## config.mk

```make
export PLATFORM = sky130hd
export DESIGN_NAME = ipa_gcm_arbiter
export DESIGN_NICKNAME = d
export VERILOG_FILES = /design/src/rtl/ipa_gcm_pkg.sv /design/src/rtl/ipa_gcm_arbiter_rr.sv /design/src/rtl/ipa_gcm_arbiter.sv
export SDC_FILE = /design/constraint.sdc
export NUM_CORES = 1
export LEC_CHECK = 0
export CORE_AREA = 2 2 257 259
export DETAILED_ROUTE_END_ITERATION = 10
export DIE_AREA = 0 0 259 261
export PLACE_DENSITY_LB_ADDON = 0.05
export SLEW_MARGIN = 25
export SYNTH_ARGS = -nofsm -noshare
export SYNTH_HDL_FRONTEND = slang
export SYNTH_HIERARCHICAL = 1
export SYNTH_SLANG_ARGS = --single-unit
```

## constraint.sdc

```tcl
create_clock -name clk -period 5 [get_ports clk]
set_input_delay 1 -clock clk [delete_from_list [all_inputs] [get_ports clk]]
set_output_delay 1 -clock clk [all_outputs]
set_load 0.02 [all_outputs]
```

## src/rtl/ipa_gcm_pkg.sv

```systemverilog
// rtl/ipa_gcm_pkg.sv - shared types and helpers for the GCM bank arbiter
package ipa_gcm_pkg;

  // Tag index width bounds NB_DMA to at most 16 ports.
  localparam int TAG_IDX_W = 4;

  typedef enum logic {ARB, YIELD} arb_state_e;

  typedef enum logic {OWN_CTX, OWN_DMA} owner_e;

  typedef struct packed {
    owner_e               owner;
    logic [TAG_IDX_W-1:0] idx;
    logic                 rd;
    logic                 valid;
  } bank_tag_t;

  function automatic logic bank_sel(input logic [2:0] addr_lo);
    return addr_lo[2];
  endfunction

endpackage

```

## src/rtl/ipa_gcm_arbiter_rr.sv

```systemverilog
// rtl/ipa_gcm_arbiter_rr.sv - N-way round-robin arbiter, one instance per bank
module ipa_gcm_rr_arb #(
  parameter int N  = 4,
  parameter int PW = (N > 1) ? $clog2(N) : 1
) (
  input  logic          clk,
  input  logic          rst,
  input  logic [N-1:0]  req,
  input  logic          en,
  output logic [N-1:0]  gnt,
  output logic [PW-1:0] idx,
  output logic          found
);

  logic [PW-1:0] ptr;

  always_comb begin
    int            k;
    logic [PW-1:0] cand;
    k     = 0;
    cand  = '0;
    gnt   = '0;
    idx   = '0;
    found = 1'b0;
    for (int i = 0; i < N; i++) begin
      k = int'(ptr) + i;
      if (k >= N) k = k - N;
      cand = PW'(k);
      if (en && !found && req[cand]) begin
        found     = 1'b1;
        idx       = cand;
        gnt[cand] = 1'b1;
      end
    end
  end

  // Pointer moves past the winner only when a grant was actually issued.
  always_ff @(posedge clk) begin
    if (rst) begin
      ptr <= '0;
    end else if (found) begin
      ptr <= (idx == PW'(N - 1)) ? '0 : idx + PW'(1);
    end
  end

endmodule

```

## src/rtl/ipa_gcm_arbiter.sv

```systemverilog
// rtl/ipa_gcm_arbiter.sv - shares two GCM SRAM banks between context fetch and DMA ports
module ipa_gcm_arbiter
  import ipa_gcm_pkg::*;
#(
  parameter int NB_DMA         = 4,
  parameter int ADDR_WIDTH     = 32,
  parameter int ADDR_MEM_WIDTH = 12,
  parameter int DATA_WIDTH     = 32,
  parameter int CTX_MAX_BURST  = 8
) (
  input  logic                           clk,
  input  logic                           rst,
  input  logic [NB_DMA-1:0]              dma_req_i,
  input  logic [NB_DMA*ADDR_WIDTH-1:0]   dma_add_i,
  input  logic [NB_DMA-1:0]              dma_wen_i,
  input  logic [NB_DMA*DATA_WIDTH-1:0]   dma_wdata_i,
  input  logic [NB_DMA*4-1:0]            dma_be_i,
  output logic [NB_DMA-1:0]              dma_gnt_o,
  output logic [NB_DMA-1:0]              dma_r_valid_o,
  output logic [NB_DMA*DATA_WIDTH-1:0]   dma_r_rdata_o,
  input  logic                           ctx_req_i,
  input  logic [ADDR_MEM_WIDTH-1:0]      ctx_add_i,
  output logic                           ctx_gnt_o,
  output logic                           ctx_r_valid_o,
  output logic [2*DATA_WIDTH-1:0]        ctx_r_rdata_o,
  output logic [1:0]                     bank_req_o,
  output logic [2*ADDR_MEM_WIDTH-1:0]    bank_add_o,
  output logic [1:0]                     bank_wen_o,
  output logic [2*DATA_WIDTH-1:0]        bank_wdata_o,
  output logic [7:0]                     bank_be_o,
  input  logic [2*DATA_WIDTH-1:0]        bank_rdata_i
);

  localparam int PW = (NB_DMA > 1) ? $clog2(NB_DMA) : 1;
  localparam int CW = $clog2(CTX_MAX_BURST + 1);

  arb_state_e                  state;
  logic [CW-1:0]               burst_cnt;
  logic                        any_dma;
  logic                        ctx_win;
  logic                        arb_en;
  logic [1:0][NB_DMA-1:0]      bank_dma_req;
  logic [1:0][NB_DMA-1:0]      bank_dma_gnt;
  logic [1:0][PW-1:0]          win_idx;
  logic [1:0]                  win_found;
  bank_tag_t                   tag [2];
  logic                        addr_unused;

  assign any_dma     = |dma_req_i;
  assign ctx_win     = !rst && ctx_req_i && (state == ARB);
  assign arb_en      = !rst && !ctx_win;
  assign ctx_gnt_o   = ctx_win;
  assign dma_gnt_o   = bank_dma_gnt[0] | bank_dma_gnt[1];
  assign addr_unused = ^dma_add_i;

  always_comb begin
    bank_dma_req = '0;
    for (int p = 0; p < NB_DMA; p++) begin
      bank_dma_req[bank_sel(dma_add_i[p*ADDR_WIDTH +: 3])][p] = dma_req_i[p];
    end
  end

  for (genvar b = 0; b < 2; b++) begin : g_bank
    ipa_gcm_rr_arb #(.N(NB_DMA), .PW(PW)) u_rr (
      .clk   (clk),
      .rst   (rst),
      .req   (bank_dma_req[b]),
      .en    (arb_en),
      .gnt   (bank_dma_gnt[b]),
      .idx   (win_idx[b]),
      .found (win_found[b])
    );
  end

  always_comb begin
    int p;
    p            = 0;
    bank_req_o   = '0;
    bank_add_o   = '0;
    bank_wen_o   = '0;
    bank_wdata_o = '0;
    bank_be_o    = '0;
    for (int b = 0; b < 2; b++) begin
      if (ctx_win) begin
        bank_req_o[b]                          = 1'b1;
        bank_add_o[b*ADDR_MEM_WIDTH +: ADDR_MEM_WIDTH] = ctx_add_i;
        bank_wen_o[b]                          = 1'b1;
        bank_be_o[b*4 +: 4]                    = 4'hF;
      end else if (win_found[b]) begin
        p                                      = int'(win_idx[b]);
        bank_req_o[b]                          = 1'b1;
        bank_add_o[b*ADDR_MEM_WIDTH +: ADDR_MEM_WIDTH] = dma_add_i[p*ADDR_WIDTH+3 +: ADDR_MEM_WIDTH];
        bank_wen_o[b]                          = dma_wen_i[p];
        bank_wdata_o[b*DATA_WIDTH +: DATA_WIDTH] = dma_wdata_i[p*DATA_WIDTH +: DATA_WIDTH];
        bank_be_o[b*4 +: 4]                    = dma_be_i[p*4 +: 4];
      end
    end
  end

  // The burst counter only runs while DMA is waiting; hitting the limit forces one DMA-only cycle.
  always_ff @(posedge clk) begin
    if (rst) begin
      state     <= ARB;
      burst_cnt <= '0;
    end else begin
      case (state)
        ARB: begin
          if (ctx_req_i && any_dma) begin
            if (burst_cnt == CW'(CTX_MAX_BURST - 1)) begin
              state     <= YIELD;
              burst_cnt <= '0;
            end else begin
              burst_cnt <= burst_cnt + CW'(1);
            end
          end else begin
            burst_cnt <= '0;
          end
        end
        default: begin
          state     <= ARB;
          burst_cnt <= '0;
        end
      endcase
    end
  end

  always_ff @(posedge clk) begin
    for (int b = 0; b < 2; b++) begin
      if (rst) begin
        tag[b] <= '{owner: OWN_CTX, idx: '0, rd: 1'b0, valid: 1'b0};
      end else begin
        tag[b].valid <= bank_req_o[b];
        tag[b].owner <= ctx_win ? OWN_CTX : OWN_DMA;
        tag[b].idx   <= TAG_IDX_W'(win_idx[b]);
        tag[b].rd    <= bank_wen_o[b];
      end
    end
  end

  always_comb begin
    dma_r_valid_o = '0;
    dma_r_rdata_o = '0;
    ctx_r_valid_o = 1'b0;
    ctx_r_rdata_o = '0;
    for (int b = 0; b < 2; b++) begin
      for (int p = 0; p < NB_DMA; p++) begin
        if (tag[b].valid && tag[b].owner == OWN_DMA && tag[b].idx == TAG_IDX_W'(p)) begin
          dma_r_valid_o[p] = 1'b1;
          if (tag[b].rd) dma_r_rdata_o[p*DATA_WIDTH +: DATA_WIDTH] = bank_rdata_i[b*DATA_WIDTH +: DATA_WIDTH];
        end
      end
    end
    if (tag[0].valid && tag[0].owner == OWN_CTX) begin
      ctx_r_valid_o = 1'b1;
      ctx_r_rdata_o = {bank_rdata_i[0 +: DATA_WIDTH], bank_rdata_i[DATA_WIDTH +: DATA_WIDTH]};
    end
  end

endmodule

```

=== After elaboration in Yosys (flattened, before gate mapping) ===
Memory sizes are Yosys's and may differ from the RTL's.
Cells that the tools add are included.

* Memories kept: 1
* Bits in registers: 9
* Output and inout port bits: 302
* Bits of input ports: 359
* Memory bits (writable): 10
* Word-level logic and storage cells: 283

* Eq/ne operators: 9
* Shift operators: 6
* $lt $le $gt $ge: 34
* $add $sub $neg: 19
* Reductions and logical operators: 54
* Multiplexer cells: 137
* Bitwise gates (word level): 19

{| class="wikitable"
|+ Memories
! memory !! words !! bits a word !! rd ports !! clocked after Yosys merged registers in !! write ports !! line !! text
|-
| tag || 2 || 5 || 2 || 0 || 2 || ipa_gcm_arbiter.sv:46 || <nowiki>bank_tag_t tag [2];</nowiki>
|}

{| class="wikitable"
|+ Operators by type and width
! kind !! number
|-
| $mux W32 || 17
|-
| $shiftx A128 B8 Y32 || 2
|-
| $shiftx A128 B9 Y12 || 2
|-
| $mux W64 || 1
|-
| $mux W1 || 55
|-
| $mux W4 || 13
|-
| $mux W12 || 4
|-
| $mux W2 || 21
|-
| $logic_and A1 B1 Y1 || 41
|-
| $shiftx A16 B5 Y4 || 2
|-
| $lt A2 B3 Y1 const B || 10
|-
| $or A4 B4 Y4 || 7
|-
| $bwmux W8 || 3
|-
| $bmux W1 S2 || 10
|-
| $ge A3 B3 Y1 const B || 6
|-
| $add A7 B2 Y8 const B || 2
|-
| $demux W1 S2 || 8
|-
| $demux W4 S1 || 4
|-
| $eq A4 B2 Y1 const B || 4
|-
| $ge A2 B1 Y1 const B || 8
|-
| $sub A2 B1 Y2 const B || 8
|-
| $add A2 B2 Y3 const B || 4
|-
| $and A8 B8 Y8 || 1
|-
| $eq A4 B1 Y1 const B || 2
|-
| other kinds (15) || 43
|}

=== Logic depth before layout (Yosys ltp) ===
Gate-level depths: netlist (run 1).

* Depth after elaboration: 29
* Gate-level depth with buffers: 13
* Mapped depth without buffers: 10

=== Modules after synthesis ===
The synthesis (run 1) kept the hierarchy.

{| class="wikitable"
|+ Modules (own cells, without submodules)
! module !! area an instance (µm²) !! cells each !! instances !! seq. area each (µm²)
|-
| ipa_gcm_arbiter || 5,644.2 || 570 || 1 || 280.3
|-
| ipa_gcm_rr_arb at g_bank[0].u_rr || 640.6 || 74 || 1 || 40.0
|-
| ipa_gcm_rr_arb at g_bank[1].u_rr || 606.8 || 63 || 1 || 40.0
|}

=== Worst setup path after synthesis (run 1) ===
No wires, ideal clock.

* Kind: in2out
* Start point: input rst
* End point: output bank_wdata_o[34]
* Stages on the path: 11
* Required time: 4.000 ns
* Arrival time: 3.694 ns
* Path buffers: 3
* Setup slack: 0.306 ns
* Path through: clkbuf_1 a21oi_1 and2_2 a32oi_4 a2111oi_4 o32ai_1 inv_1 buf_6 buf_2 mux4_2 and2_1

{| class="wikitable"
|+ RTL lines
! what !! line !! text
|-
| start: declaration || ipa_gcm_arbiter.sv:12 || <nowiki>input logic rst,</nowiki>
|-
| end: declaration || ipa_gcm_arbiter.sv:29 || <nowiki>output logic [2*DATA_WIDTH-1:0] bank_wdata_o,</nowiki>
|}

==> results.toml, run 1 <==
[outcome]
status = "complete, no violations"

[sta]
tns_ps = 0
period_share_pct = 98.1
fmax_mhz = 204
hold_ws_ps = 459
max_slew.worst_pin.slew_ps = 805
fin_worst_skew_ps = 3.80
final-hold-violation-count = 0
drv_slew = 0
finalWorstSetupSlack_ps = 92.7
slew_headroom_pct = 46.2
min_period_ps = 4910
setup_viol = 0

[detailed_routing]
via_per_inst = 4.02
ant_nets = 0
wl_per_cell_um = 23.4
num_vias = 8865
drt_wl_total_um = 51600
drtPass1Iterations = 6
drt_iter0_markers = 250
drc = 0

[die]
die_area_mm2 = 0.0676
io_pins = 661
core_area_mm2 = 0.0650
initial_utilization_pct = 10.6
die_h_um = 261
num_rows = 94
die_x_um = 259

[synthesis]
synth_fp_nets = 1080
synth_ff_type = "dfxtp_1"
synthDistinctLibCells = 60
netlist.area_leader.share_pct = 32.4
ys_ff_latch = 18
synth_top_cell_by_area = "mux4_2"
synth-edff-count = 0
synth_most_common_cell = "and2_1"
synth_common_cells = "and2_1, o2bb2ai_1, mux4_2"
ys_warn_count = 6
synth.area.top_cells = "mux4_2, o2bb2ai_1, and2_1"
yosysSeqAreaShare_pct = 5.23
syn-mean-instance-area_um2 = 9.75
async_flop_share_pct = 0
syn_inst = 707
syn_area_mm2 = 0.00689

[placement]
portBuffers = 584
hpwl_um = 41600
dpl.cell_count = 2171
dp_slack_ps = -818
gp_congestion = 0.755

[power_and_ir_drop]
p_int_w = 0.00103
switchingPower_w = 0.000666
switching_share_pct = 39.2
clockPowerShare_pct = 11.0
pwr-share-seq_pct = 9.3
ir_drop_v = 0.000156
leakagePower_nw = 5.08
power_density_mw_per_mm2 = 116
combPwrFrac_pct = 79.7

[worst_setup_path]
worst_ep_required_time_ps = 4000
rrSetupSlack_ps = 1680
cp_max_fo = 6
worstReg2RegEnd = "tag[1][1]"
crit_arrival_ps = 3910
r2r_start = "g_bank[1].u_rr/ptr[1]"
crit_type = "primary input to output pin"
worst-r2r-cell-count = 10
startpoint_type = "primary input"
worstSetupEndpointType = "output pin"

[cts]
cts_tree = "done"
cts-buffers-inserted = 3
htreeDepth = 1
clkTransAtPathRegs_ps = 60
clk_path_buf_depth = 2
clk_latency_ps = 260
cts-hold-fix-buffers = 0
cts_num_sinks = 18
root_buffer = "clkbuf_16"

[grt]
grt_max_degree = 33
grt_pass1_vias = 9437
grt-ovfl-total = 0
grt_usage_pct = 14.4
grt_pass1_wl_um = 71100
antenna_found_initial = 9

[cells_and_area]
drive_gt1_share_pct = 28.1
syn2layout_area_growth_pct = 113
instances_no_fill = 2204
final_util_pct = 22.6
nets = 1710

[worst_hold_path]
hold_end = "burst_cnt[0]"
hold_path_startpoint = "burst_cnt[0]"
holdCritPathClass = "flop to flop"
hold_depth = 1

[job]
max_cap_viol_count = 0
cells by family after synthesis:
family                   count (synthesis)  synth area share [%]
XOR/XNOR                                 2                 0.254
AND/OR/NAND/NOR                        264                  22.5
AO/OA/AOI/OAI                          212                  27.0
buffers and inverters                   90                  7.83
multiplexers                           107                  34.7
flip-flops                              18                  5.23
adder cells (fa/ha/maj)                 14                  2.54
power by group through the flow:
stage                     sequential, W  clock (W)  combinational (W)
after floorplan                0.000161          0           0.000630
after global placement         0.000160          0            0.00132
after detailed placement       0.000161          0            0.00132
after CTS                      0.000157   0.000197            0.00138
after global routing           0.000158   0.000204            0.00145
final                          0.000157   0.000187            0.00135
layout by cell type, fill, tap and decap left out, types with 6 or more instances in the layout:
cell type and count:
nor2_1 14, inv_1 7, o2bb2ai_1 128, nand2_1 52
o21ai_0 6, clkdlybuf4s15_2 27, and2_4 9, buf_12 24
a22o_1 22, and2_1 132, buf_2 54, nor2b_1 14
clkdlybuf4s15_1 9, mux4_2 101, or2_2 6, a21o_1 11
buf_4 91, ha_1 14, buf_6 11, dfxtp_1 18
clkdlybuf4s50_1 475
registers in the layout, summed over array words and instances (netlist names), named ones only:
name             flops
tag                  9
g_bank.u_rr/ptr      3
burst_cnt            4
state                1
layout make-up:
| class | count | area, um2 |
|---|---|---|
| diodes | 4 | 10.0 |
| repair buffers | 707 | 6930 |
| well taps | 864 | 1080 |
| fillers | 7075 | 50400 |
| multi-input cells | 599 | 6180 |
| clock buffers | 4 | 88.8 |
| flip-flops and latches | 18 | 360 |
| inverters | 8 | 37.5 |
metrics by stage:
stage / total power (W) / instance area (um2)
final: 0.00170 / 14700
after global routing: 0.00182 / 14700
after CTS: 0.00174 / 14600
after detailed placement: 0.00148 / 14400
after global placement: 0.00148 / 14400
after floorplan: 0.000791 / 6890
worst max path at each step:
stage | slack (ps) | cells past startpoint | startpoint | to
after floorplan | 310 | 11 | rst | bank_wdata_o[34]
after global routing | -2 | 11 | dma_add_i[34] | bank_wdata_o[49]
final | 90 | 13 | dma_req_i[3] | bank_wen_o[0]
after detailed placement | -820 | 10 | dma_add_i[2] | bank_add_o[23]
after global placement | -850 | 12 | dma_req_i[3] | bank_add_o[23]
after CTS | 30 | 11 | dma_add_i[2] | bank_wdata_o[45]
worst max-delay path, cell delays in order:
cell and delay [ps]:
clkdlybuf4s15_1 200, nor2b_1 140, buf_4 150, buf_4 150, mux4_2 510, buf_6 150
nor4bb_4 160, a221o_2 420, buf_12 160, buf_16 140, mux4_2 310, a21o_1 240
buf_6 160
what timing repair did:
item,CTS,global route
resized for setup,387,21
gates cloned,4,0
pin swaps,15,7
buffers inserted,16,7
setup endpoints to repair,100,59
metal layers:
layer	wire, um	up-vias	track usage, %	share of wire [%]
met2	27100	338	26.9	53
li1	-	4091	-	-
met4	992	8	2.81	1.9
met3	4110	37	4.54	8.0
met5	54	-	0	0.10
met1	19300	4391	15.9	37
Power figures use the tool's default switching activity.
==> run 2: changes to the inputs <==
--- a/config.mk
+++ b/config.mk
@@ -5,9 +5,9 @@
 export SDC_FILE = /design/constraint.sdc
 export NUM_CORES = 1
 export LEC_CHECK = 0
-export CORE_AREA = 2 2 257 259
+export CORE_AREA = 4 4 252 254
 export DETAILED_ROUTE_END_ITERATION = 10
-export DIE_AREA = 0 0 259 261
+export DIE_AREA = 0 0 256 258
 export PLACE_DENSITY_LB_ADDON = 0.05
 export SLEW_MARGIN = 25
 export SYNTH_ARGS = -nofsm -noshare
==> results.toml, run 2 (synthesis gave the netlist of run 1 again) <==
[power_and_ir_drop]
ir_drop_v = 0.000106
pwr-share-seq_pct = 9.3
clockPowerShare_pct = 10.7
p_int_w = 0.00105
switchingPower_w = 0.000672
leakagePower_nw = 5.14
power_density_mw_per_mm2 = 119
combPwrFrac_pct = 80.0
switching_share_pct = 39.0

[die]
die_area_mm2 = 0.0660
initial_utilization_pct = 11.3
die_x_um = 256
num_rows = 91
core_area_mm2 = 0.0613
die_h_um = 258
io_pins = 661

[cells_and_area]
final_cell_mix = "clkdlybuf4s50_1, and2_1, o2bb2ai_1"
final_common_cell = "clkdlybuf4s50_1"
drive_gt1_share_pct = 29.1
design_area_mm2 = 0.0145
largest_register_ffs = 9
fillers = 6692
regMostFlops = "tag"
nets = 1710
top_regs = "tag: 9 flops, burst_cnt: 4 flops, g_bank.u_rr/ptr: 3 flops"
syn2layout_area_growth_pct = 110

[worst_setup_path]
crit_type = "primary input to output pin"
path_cells = "clkdlybuf4s15_2 -> nor2b_4 -> buf_4 -> mux4_2 -> nand2b_4 -> o41ai_4 -> buf_4 -> clkbuf_16 -> buf_12 -> buf_4 -> mux4_2 -> and2_1 -> buf_2"
worst-path-buf-inv = 7
worstSetupEndpointType = "output pin"
crit_path_top_delay_cell = "mux4_2"
cp_common_cell = "buf_4"
cp_top_family = "buffers and inverters"
crit_arrival_ps = 3930
worst_ep_required_time_ps = 4000
startpoint_type = "primary input"
max_stage_delay_ps = 530
cp_max_fo = 4

[detailed_routing]
drtPass1Iterations = 5
drt_wl_total_um = 53600
via_per_inst = 4.20
drt_iter0_markers = 366
wl_per_cell_um = 25.2
drc = 0
ant_nets = 0
num_vias = 8931

[grt]
grt_pass1_vias = 9532
antenna_found_initial = 2
grt-ovfl-total = 0
grt_max_degree = 45
grt_pass1_wl_um = 74900
grt_usage_pct = 15.3

[sta]
setup_viol = 0
finalWorstSetupSlack_ps = 70.0
fin_worst_skew_ps = 3.73
fmax_mhz = 203
min_period_ps = 4930
final-hold-violation-count = 0
slew_headroom_pct = 41.1
max_slew.worst_pin.slew_ps = 873
period_share_pct = 98.6
rsz0062_at_grt = "yes"
drv_slew = 0

[placement]
dp_slack_ps = -738
hpwl_um = 42200
placed_area_mm2 = 0.0142
portBuffers = 584
gp_congestion = 0.808

[job]
max_cap_viol_count = 0

[cts]
root_buffer = "clkbuf_16"
cts_num_sinks = 18
cts_tree = "done"
clk_path_buf_depth = 2
clk_latency_ps = 260
cts-buffers-inserted = 3
clkTransAtPathRegs_ps = 60
htreeDepth = 1
cts-hold-fix-buffers = 0

[worst_hold_path]
holdCritPathClass = "flop to flop"

[outcome]
status = "complete, no violations"
==> run 2: cell types whose count changed in the layout (fill, tap and decap cells not counted), moves of 3 or more <==
| cell | previous run | this run |
|---|---|---|
| nor2b_4 | 4 | 7 |
| clkdlybuf4s15_1 | 9 | 2 |
| buf_12 | 24 | 18 |
| dlygate4sd2_1 | 5 | 2 |
| buf_2 | 54 | 64 |
| buf_4 | 91 | 94 |
| nor2b_1 | 14 | 11 |
| buf_8 | 1 | 4 |
| clkdlybuf4s15_2 | 27 | 8 |
| buf_6 | 11 | 18 |
| buf_16 | 5 | 8 |
| clkbuf_2 | 5 | 12 |
==> run 2: stage by stage <==
stage	hold slack, ps	TNS [ps]	utilization (%)	power, W	cells
6_report	465	0	23.7	0.00172	2128
5_1_grt	506	-62.6	23.7	0.00184	2127
4_1_cts	464	0	23.7	0.00176	2122
3_5_place_dp	455	-59850	23.1	0.00146	2091
3_3_place_gp	459	-62790	23.1	0.00147	2091
2_1_floorplan	427	0	-	0.000791	707
==> run 2: metal layers <==
| metal | part of all wire, % | global-route usage, % | vias up |
|---|---|---|---|
| met4 | 1.3 | 1.94 | 2 |
| met2 | 54 | 30.0 | 371 |
| li1 | - | - | 4085 |
| met5 | 0.024 | 0 | - |
| met1 | 37 | 16.6 | 4446 |
| met3 | 7.8 | 4.74 | 27 |
==> run 2: final timing paths <==
| check | depth (start not counted) | to | slack, ps | startpoint |
|---|---|---|---|---|
| hold / removal | 1 | burst_cnt[0] | 460 | burst_cnt[0] |
| setup reg to reg | 11 | tag[1][1] | 1550 | flop |
| hold reg to reg | 1 | burst_cnt[0] | 460 | burst_cnt[0] |
| setup / recovery | 13 | bank_wdata_o[7] | 70 | dma_req_i[1] |
==> run 2: timing repair <==
item / CTS / global route
pin swaps: 10 / 11
resized for setup: 421 / 51
buffers inserted: 22 / 6
cloned: 8 / 0
endpoints found under the setup margin: 102 / 74
==> run 2: power groups by stage <==
stage | Combinational (W) | Sequential [W] | Clock (W)
CTS | 0.00141 | 0.000161 | 0.000194
finish | 0.00138 | 0.000160 | 0.000185
global route | 0.00147 | 0.000162 | 0.000202
global placement | 0.00130 | 0.000164 | 0
floorplan | 0.000630 | 0.000161 | 0
detailed placement | 0.00130 | 0.000164 | 0
==> run 2: area by class of cell <==
| cell class | instances | area, um2 | area share (%) |
|---|---|---|---|
| inverter | 8 | 37.5 | 0.259 |
| timing repair buffer | 707 | 6850 | 47.2 |
| antenna | 2 | 5.00 | 0.0345 |
| tap | 790 | 988 | 6.81 |
| multi-input combinational | 599 | 6170 | 42.6 |
| clock buffer | 4 | 88.8 | 0.612 |
| sequential | 18 | 360 | 2.48 |
